===== config.mk =====
export PLATFORM = sky130hd
export DESIGN_NAME = lif_array
export DESIGN_NICKNAME = d
export VERILOG_FILES = /design/src/rtl/lif_pkg.sv /design/src/rtl/lif_update.sv /design/src/rtl/lif_array.sv
export SDC_FILE = /design/constraint.sdc
export NUM_CORES = 1
export LEC_CHECK = 0
export ABC_CLOCK_PERIOD_IN_PS = 7600
export BUFFER_PORTS_ARGS = -buffer_cell sky130_fd_sc_hd__buf_2
export CORE_MARGIN = 2
export CORE_UTILIZATION = 55
export CTS_CLUSTER_DIAMETER = 40
export DETAILED_ROUTE_END_ITERATION = 10
export PLACE_DENSITY = 0.79
export SETUP_SLACK_MARGIN = 0.15
export SYNTH_ARGS = -nofsm -noshare
export SYNTH_HDL_FRONTEND = slang
export SYNTH_HIERARCHICAL = 1
export SYNTH_SLANG_ARGS = --single-unit

===== constraint.sdc =====
create_clock -name clk -period 7.6 [get_ports clk]
set_input_delay 1.14 -clock clk [delete_from_list [all_inputs] [get_ports clk]]
set_output_delay 1.14 -clock clk [all_outputs]
set_load 0.02 [all_outputs]

===== src/rtl/lif_pkg.sv =====
// Shared definitions for the leaky integrate-and-fire neuron array:
// the sequencer state encoding, the refractory-exit mode selectors, the
// width of the per-neuron refractory step counter and a signed saturation
// helper used by the neuron update datapath.
package lif_pkg;

  typedef enum logic [1:0] {
    ST_IDLE = 2'd0,
    ST_RUN  = 2'd1,
    ST_DONE = 2'd2
  } state_e;

  // Refractory exit: on membrane undershoot, or after a fixed number of steps.
  localparam int REFR_MODE_THRESH = 0;
  localparam int REFR_MODE_TIMED  = 1;

  // Width of the per-neuron refractory step counter.
  localparam int RC_W = 8;

  // Clamp a sign-extended value into the range of a w-bit signed number.
  function automatic logic signed [31:0] sat_signed(input logic signed [31:0] x,
                                                    input int                 w);
    logic signed [31:0] hi;
    logic signed [31:0] lo;
    hi = (32'sd1 <<< (w - 1)) - 32'sd1;
    lo = -(32'sd1 <<< (w - 1));
    if (x > hi) begin
      sat_signed = hi;
    end else if (x < lo) begin
      sat_signed = lo;
    end else begin
      sat_signed = x;
    end
  endfunction

endpackage


===== src/rtl/lif_update.sv =====
// Combinational single-neuron update, shared by all neurons of the array.
// Ports:
//   v_i / i_i       current membrane and input (signed, W bits)
//   refr_i / rcnt_i current refractory flag and refractory step counter
//   v_o / spike_o   next membrane and spike flag
//   refr_o / rcnt_o next refractory flag and refractory step counter
module lif_update
  import lif_pkg::*;
#(
  parameter int                  W           = 8,
  parameter int                  LSH         = 3,
  parameter logic signed [W-1:0] THRESH      = W'(64),
  parameter logic signed [W-1:0] V_MAX       = {1'b0, {(W-1){1'b1}}},
  parameter logic signed [W-1:0] NEG_DRIVE   = W'(16),
  parameter int                  REFR_MODE   = REFR_MODE_THRESH,
  parameter int                  REFR_CYCLES = 3
) (
  input  logic signed [W-1:0]    v_i,
  input  logic signed [W-1:0]    i_i,
  input  logic                   refr_i,
  input  logic        [RC_W-1:0] rcnt_i,
  output logic signed [W-1:0]    v_o,
  output logic                   spike_o,
  output logic                   refr_o,
  output logic        [RC_W-1:0] rcnt_o
);

  // Two guard bits so V + I - leak (and V - leak - drive) can never wrap.
  localparam int XW = W + 2;

  logic signed [XW-1:0] v_x, i_x, leak_x, thr_x, nd_x, norm_x, refr_x;
  logic signed [W-1:0]  v_norm_s, v_refr_s;
  logic        [RC_W-1:0] rcnt_dec_s;

  assign v_x      = XW'(v_i);
  assign i_x      = XW'(i_i);
  assign thr_x    = XW'(THRESH);
  assign nd_x     = XW'(NEG_DRIVE);
  assign leak_x   = v_x >>> LSH;
  assign norm_x   = v_x + i_x - leak_x;
  assign refr_x   = v_x - leak_x - nd_x;
  assign v_norm_s = W'(sat_signed(32'(norm_x), W));
  assign v_refr_s = W'(sat_signed(32'(refr_x), W));
  assign rcnt_dec_s = (rcnt_i != '0) ? (rcnt_i - RC_W'(1)) : '0;

  // Select the integrate/fire path or the refractory path.
  always_comb begin
    v_o     = v_norm_s;
    spike_o = 1'b0;
    refr_o  = refr_i;
    rcnt_o  = rcnt_i;
    if (refr_i) begin
      // Input is ignored while refractory; the membrane is driven downward.
      v_o = v_refr_s;
      if (REFR_MODE == REFR_MODE_TIMED) begin
        rcnt_o = rcnt_dec_s;
        refr_o = (rcnt_dec_s != '0);
      end else begin
        rcnt_o = rcnt_i;
        refr_o = (XW'(v_refr_s) > -thr_x);
      end
    end else if (v_norm_s >= THRESH) begin
      v_o     = V_MAX;
      spike_o = 1'b1;
      refr_o  = 1'b1;
      rcnt_o  = RC_W'(REFR_CYCLES);
    end else begin
      v_o     = v_norm_s;
      refr_o  = 1'b0;
      rcnt_o  = rcnt_i;
    end
  end

endmodule


===== src/rtl/lif_array.sv =====
// Array of N_NEUR leaky integrate-and-fire neurons time-multiplexed over one
// shared update datapath. A timestep walks the neurons one per clock.
// Ports:
//   clk, rst              clock, asynchronous active-high reset
//   step_valid/step_ready timestep request handshake (ready only when idle)
//   I_vec                 packed signed inputs, neuron k at [k*W +: W]
//   done                  one-cycle pulse when a timestep completes
//   spike_vec / refr_vec  spikes of the last timestep, refractory flags
//   rd_sel/rd_v/rd_cnt    membrane and spike-count readback of one neuron
//   cnt_clr               synchronous clear of all spike counters
module lif_array
  import lif_pkg::*;
#(
  parameter int                  N_NEUR      = 4,
  parameter int                  W           = 8,
  parameter int                  LSH         = 3,
  parameter logic signed [W-1:0] THRESH      = W'(64),
  parameter logic signed [W-1:0] V_MAX       = {1'b0, {(W-1){1'b1}}},
  parameter logic signed [W-1:0] NEG_DRIVE   = W'(16),
  parameter int                  REFR_MODE   = REFR_MODE_THRESH,
  parameter int                  REFR_CYCLES = 3
) (
  input  logic                                        clk,
  input  logic                                        rst,
  input  logic                                        step_valid,
  output logic                                        step_ready,
  input  logic [N_NEUR*W-1:0]                         I_vec,
  output logic                                        done,
  output logic [N_NEUR-1:0]                           spike_vec,
  output logic [N_NEUR-1:0]                           refr_vec,
  input  logic [$clog2(N_NEUR > 1 ? N_NEUR : 2)-1:0]  rd_sel,
  output logic signed [W-1:0]                         rd_v,
  input  logic                                        cnt_clr,
  output logic [7:0]                                  rd_cnt
);

  localparam int SEL_W = $clog2(N_NEUR > 1 ? N_NEUR : 2);

  state_e                state_q;
  logic [SEL_W-1:0]      idx_q;
  logic [N_NEUR*W-1:0]   in_q;
  logic signed [W-1:0]   v_q [N_NEUR];
  logic [N_NEUR-1:0]     refr_q;
  logic [RC_W-1:0]       rcnt_q [N_NEUR];
  logic [7:0]            cnt_q [N_NEUR];
  logic [N_NEUR-1:0]     spike_acc_q, spike_acc_d, spike_vec_q;
  logic                  done_q, ready_q;

  logic signed [W-1:0]   cur_v_s, cur_i_s, upd_v_d;
  logic                  upd_spike_d, upd_refr_d, last_s;
  logic [RC_W-1:0]       upd_rcnt_d;

  assign cur_v_s = v_q[idx_q];
  assign cur_i_s = in_q[32'(idx_q)*W +: W];
  assign last_s  = (idx_q == SEL_W'(N_NEUR - 1));

  lif_update #(
    .W          (W),
    .LSH        (LSH),
    .THRESH     (THRESH),
    .V_MAX      (V_MAX),
    .NEG_DRIVE  (NEG_DRIVE),
    .REFR_MODE  (REFR_MODE),
    .REFR_CYCLES(REFR_CYCLES)
  ) u_update (
    .v_i    (cur_v_s),
    .i_i    (cur_i_s),
    .refr_i (refr_q[idx_q]),
    .rcnt_i (rcnt_q[idx_q]),
    .v_o    (upd_v_d),
    .spike_o(upd_spike_d),
    .refr_o (upd_refr_d),
    .rcnt_o (upd_rcnt_d)
  );

  // Spikes of the timestep in flight, including the neuron being updated now.
  always_comb begin
    spike_acc_d        = spike_acc_q;
    spike_acc_d[idx_q] = upd_spike_d;
  end

  // Timestep sequencer; spike_vec is only published on entry to DONE so an
  // aborted timestep never exposes partial results.
  always_ff @(posedge clk or posedge rst) begin
    if (rst) begin
      state_q     <= ST_IDLE;
      idx_q       <= '0;
      in_q        <= '0;
      spike_acc_q <= '0;
      spike_vec_q <= '0;
      done_q      <= 1'b0;
      ready_q     <= 1'b1;
    end else begin
      case (state_q)
        ST_IDLE: begin
          done_q <= 1'b0;
          if (step_valid && ready_q) begin
            in_q        <= I_vec;
            idx_q       <= '0;
            spike_acc_q <= '0;
            ready_q     <= 1'b0;
            state_q     <= ST_RUN;
          end else begin
            ready_q <= 1'b1;
          end
        end
        ST_RUN: begin
          spike_acc_q <= spike_acc_d;
          if (last_s) begin
            idx_q       <= '0;
            spike_vec_q <= spike_acc_d;
            done_q      <= 1'b1;
            state_q     <= ST_DONE;
          end else begin
            idx_q <= idx_q + SEL_W'(1);
          end
        end
        ST_DONE: begin
          done_q  <= 1'b0;
          ready_q <= 1'b1;
          state_q <= ST_IDLE;
        end
        default: begin
          idx_q   <= '0;
          done_q  <= 1'b0;
          ready_q <= 1'b1;
          state_q <= ST_IDLE;
        end
      endcase
    end
  end

  // Neuron state: written back one neuron per RUN cycle.
  always_ff @(posedge clk or posedge rst) begin
    if (rst) begin
      for (int k = 0; k < N_NEUR; k++) begin
        v_q[k]    <= '0;
        rcnt_q[k] <= '0;
      end
      refr_q <= '0;
    end else if (state_q == ST_RUN) begin
      v_q[idx_q]    <= upd_v_d;
      refr_q[idx_q] <= upd_refr_d;
      rcnt_q[idx_q] <= upd_rcnt_d;
    end
  end

  // Saturating spike counters; a clear wins over an increment on the same edge.
  always_ff @(posedge clk or posedge rst) begin
    if (rst) begin
      for (int k = 0; k < N_NEUR; k++) begin
        cnt_q[k] <= 8'd0;
      end
    end else begin
      for (int k = 0; k < N_NEUR; k++) begin
        if (cnt_clr) begin
          cnt_q[k] <= 8'd0;
        end else if ((state_q == ST_RUN) && (idx_q == SEL_W'(k)) &&
                     upd_spike_d && (cnt_q[k] != 8'hFF)) begin
          cnt_q[k] <= cnt_q[k] + 8'd1;
        end
      end
    end
  end

  // Readback mux; selects beyond the array read as zero.
  always_comb begin
    rd_v   = '0;
    rd_cnt = 8'd0;
    if (32'(rd_sel) < N_NEUR) begin
      rd_v   = v_q[rd_sel];
      rd_cnt = cnt_q[rd_sel];
    end else begin
      rd_v   = '0;
      rd_cnt = 8'd0;
    end
  end

  assign step_ready = ready_q;
  assign done       = done_q;
  assign spike_vec  = spike_vec_q;
  assign refr_vec   = refr_q;

endmodule


### Yosys cells after proc, flatten, opt, wreduce, memory -nomap -nowiden

Index checks and enable logic that the tools add are counted.
Widths: inputs -> output; s select.

* bits in registers: 114
* output and inout bits: 26
* logic and storage cells: 125

* $add $sub $neg: 9
* $lt $le $gt $ge: 11
* eq/ne operators: 11
* shifts and indexed selects: 1
* multiplexer cells: 47
* bitwise logic cells: 3
* reductions and logical operators: 27

Operators with widths (number)
* $mux 8: 21
* $bmux 8 s2: 3
* $add 8x1->8 const B: 4
* $bwmux 32: 1
* $ne 8x8->1 const B: 4
* $shiftx 32x6->8: 1
* $gt 10x8->1 const B: 2
* $lt 10x8->1 const B: 2
* $demux 8 s2: 1
* $logic_and 1x1->1: 15
* $reduce_and 2->1: 5
* $reduce_bool 2->1: 5
* $sub 9x5->10: 1
* $sub 9x6->10 const B: 1
* $add 8x8->9: 1
* $sub 8x5->9: 1
* $bwmux 4: 2
* $ge 8x8->1 const B: 1
* $gt 8x7->1 const B: 1
* $mux 1: 8
* $mux 2: 4
* $pmux 4 s2: 1
* $eq 2x2->1 const B: 3
* $ge 3x3->1 const B: 2
* other kinds (15): 19

### Logic depth before layout (Yosys ltp)

* word-level depth: 16
* depth in mapped cells: 21
* gate-level depth less buffers: 17

### Cells and area by module

Netlist, hierarchy kept.

By module, submodules not included
* lif_array: times used 1, cells an instance 494, area an instance 6989.2 um2, sequential area each 3629.7 um2
* lif_update: times used 1, cells an instance 172, area an instance 1337.5 um2, sequential area each 0.0 um2

### Least setup slack after synthesis

No wires, ideal clock.

* path type: flip-flop to flip-flop
* start: reg idx_q[0]
* end: reg cnt_q[7] (netlist bit)
* library setup time: 0.125 ns
* data arrival time: 4.553 ns
* data required time: 7.475 ns
* slack: 2.923 ns
* stages on the path, launching flop included: 19
* path buffers: 4
* clock period less this slack: 4.677 ns
* cells stage by stage: dfrtp_1 -> buf_2 -> buf_2 -> mux4_2 -> fa_1 -> inv_1 -> fa_1 -> nand2b_1 -> a21oi_1 -> o32ai_2 -> o211ai_4 -> nand4_4 -> inv_2 -> buf_2 -> and4b_1 -> clkbuf_1 -> o211ai_1 -> nor2_1 -> mux2_2

RTL lines
* start, declared: line lif_array.sv:40 `logic [SEL_W-1:0] idx_q;`
* start signal, assigned: line lif_array.sv:115 `idx_q <= idx_q + SEL_W'(1);`
* $shiftx 32x6->8 (*): line lif_array.sv:54 `assign cur_i_s = in_q[32'(idx_q)*W +: W];`
* net cur_i_s[1]: line lif_array.sv:49 `logic signed [W-1:0] cur_v_s, cur_i_s, upd_v_d;`
* $add 8x8->9 (*): line lif_update.sv:40 `assign norm_x = v_x + i_x - leak_x;`
* $sub 9x5->10 (*): line lif_update.sv:40
* $lt 10x8->1: line lif_pkg.sv:29 `end else if (x < lo) begin`
* $mux 8: line lif_pkg.sv:29
* $mux 8 (*): line lif_pkg.sv:27 `if (x > hi) begin`
* $ge 8x8->1 (*): line lif_update.sv:62 `end else if (v_norm_s >= THRESH) begin`
* $mux 1 (*): line lif_update.sv:62
* $mux 1 (*): line lif_update.sv:52 `if (refr_i) begin`
* net upd_spike_d: line lif_array.sv:50 `logic upd_spike_d, upd_refr_d, last_s;`
* $logic_and 1x1->1 (*): line lif_array.sv:158 `end else if ((state_q == ST_RUN) && (idx_q == SEL_W'(k)) &&`
* $logic_and 1x1->1 (*): line lif_array.sv:159 `upd_spike_d && (cnt_q[k] != 8'hFF)) begin`
* $reduce_bool 2->1 (no line) (*)
* end signal, assigned by index: line lif_array.sv:160 `cnt_q[k] <= cnt_q[k] + 8'd1;`
* end, declared: line lif_array.sv:45 `logic [7:0] cnt_q [N_NEUR];`

Mark *: on every way through the listed nets, which the timed path passes. The rest lies on a longest branch. The select of a mux whose other input is x is not followed.
A chain may end at the register's enable or synchronous reset.

### Worst setup path in the final report

* start: reg idx_q[0]
* end: reg cnt_q[29] (netlist bit)

The elaborated chain is that of the path after synthesis.

==> flow_summary.json <==
{
  "status": "completed",
  "chipWidth_um": 116,
  "die_h_um": 116,
  "antenna_found_initial": 0,
  "drt-initial-drc-count": 442,
  "io_buffers": 63,
  "min_period_ps": 5120,
  "place_congestion": 0.876,
  "rows": 41,
  "synth_fp_nets": 663,
  "syn_area_sq_um": 6940,
  "dieArea_sq_um": 13500,
  "cp_slowest_stage_delay_ps": 680,
  "clk_pin_slew_ps": 50,
  "hpwlAfterDp_um": 11200,
  "timing.fmax_ghz": 0.195,
  "ctsHtreeMaxLevel": 4,
  "critical_path.max_fanout": 11,
  "clock_path_buffers": 2,
  "grt-ovfl-total": 0,
  "finalClockSkew_ps": 5.60,
  "fin_ws_ps": 2480,
  "fin_tns_setup_ps": 0,
  "cts_root_buf": "clkbuf_16",
  "start_util_pct": 55.6,
  "finalSetupViolations": 0,
  "min_path_type": "flip-flop to flip-flop",
  "cts_sinks": 113,
  "antenna_cells": 0,
  "wl_um": 15700,
  "cts_setup_buffers": 0,
  "hold_viol_final": 0,
  "slew_headroom_pct": 30.1,
  "first_pass_iters": 5,
  "post_drt_wl_per_cell_um": 18.9,
  "drive_above_1_share_pct": 34.6,
  "dp_slack_ps": 2570,
  "rsz0062_at_grt": "false",
  "slowest_stage": "dfrtp_1",
  "cts_resized": 0,
  "postCtsHoldBufs": 0,
  "multi_input_area_sq_um": 3780,
  "syn_inst": 586,
  "drc_errors": 0,
  "grt_use_total_pct": 25.5,
  "path_cells": "buf_4 > mux4_2 > fa_1 > inv_1 > fa_1 > nand2b_1 > a21oi_1 > o32ai_2 > o211ai_4 > nand4_4 > inv_2 > and4b_1 > o21ai_2 > or4_1 > a21oi_1",
  "coreArea_sq_um": 12500,
  "synth.avg_cell_area_sq_um": 11.8,
  "fillers": 946,
  "worst_pin_slew_ps": 1050,
  "critPathCaptureType": "flip-flop",
  "required_ps": 7920,
  "ys_warn_count": 6,
  "finish.net_count": 721,
  "cts_buffers": 17,
  "cts_tree": "done",
  "min_period_over_period_pct": 67.3,
  "ant_nets": 0,
  "vias": 4916,
  "crit_arrival_ps": 5440,
  "maxCapViolCount": 0,
  "grt_pass1_vias": 5211,
  "seq_area_sq_um": 2830,
  "grt_first_pass_wirelength_um": 26200,
  "slew_viol_final": 0,
  "viasPerCell": 5.93,
  "worstSkewPairLatency_ps": 410,
  "criticalPathCategory": "flip-flop to flip-flop",
  "start_kind": "flip-flop",
  "grt_max_degree": 86,
  "num_io_pins": 64,
  "syn_to_final_growth_pct": 14.5
}
final cells by class:
class	count	share of cell area [%]
Clock buffer	18	5.53
Clock inverter	14	1.76
Inverter	50	2.39
Multi-Input combinational cell	395	47.6
Sequential cell	113	35.6
Tap cell	172	2.71
Timing Repair Buffer	67	4.35
layout by cell type (no fill, tap or decap), types with 5 or more instances in the layout:
master / n
mux2i_1: 9
fa_1: 8
buf_2: 63
clkinv_2: 6
nor2_1: 42
a22oi_1: 5
mux2_2: 70
xor2_1: 12
nand2_1: 29
xnor2_1: 8
a211oi_1: 5
o21a_1: 6
o31ai_1: 5
dfrtp_1: 112
a21oi_1: 15
ha_1: 31
a21o_1: 6
inv_1: 48
nand3_1: 10
nand2b_1: 9
o211ai_1: 5
clkbuf_16: 17
and2_1: 5
mux4_2: 33
o21ai_0: 13
critical path: cells and delay by family, from the launching register on:
family          cells  cell delay, ps
compound gates      5            1180
simple gates        4            1090
fa+ha+maj           2             960
flops               1             680
buf+inv             3             570
mux                 1             550
layer usage:
metal	track usage, %	wire length (um)	share of wire, %
met2	42.8	7920	50
met1	32.8	6680	43
met5	0	0	0
met4	9.76	334	2.1
met3	5.14	749	4.8
flip-flops by register name, summed over array words and instances (netlist names):
signal,flops
spike_acc_q,3
v_q,32
refr_vec,4
idx_q,2
spike_vec,4
in_q,32
done,1
state_q,2
cnt_q,32
step_ready,1
per-stage QoR:
| stage | instance area (sq um) | instances | hold WS [ps] | utilization, % |
|---|---|---|---|---|
| floorplan | 6940 | 586 | 470 | - |
| global route | 7940 | 829 | 522 | 63.7 |
| CTS | 7940 | 829 | 480 | 63.7 |
| detailed placement | 7360 | 797 | 466 | 59.1 |
| global placement | 7360 | 797 | 465 | 59.1 |
| finish | 7940 | 829 | 475 | 63.7 |
final timing paths:
| check | start | to | slack [ps] | cells past startpoint |
|---|---|---|---|---|
| max reg2reg | idx_q[0] | cnt_q[29] | 2480 | 15 |
| min | spike_vec[3] | spike_vec[3] | 480 | 1 |
| max | idx_q[0] | cnt_q[29] | 2480 | 15 |
| min reg2reg | spike_vec[3] | spike_vec[3] | 480 | 1 |
| max in group asynchronous | rst | v_q[25] | 5540 | 3 |
| min in group asynchronous | rst | in_q[5] | 700 | 2 |
Power is left out: the tool's default activity adds up to more than one toggle a clock period on the data nets, which glitch-free logic cannot reach.
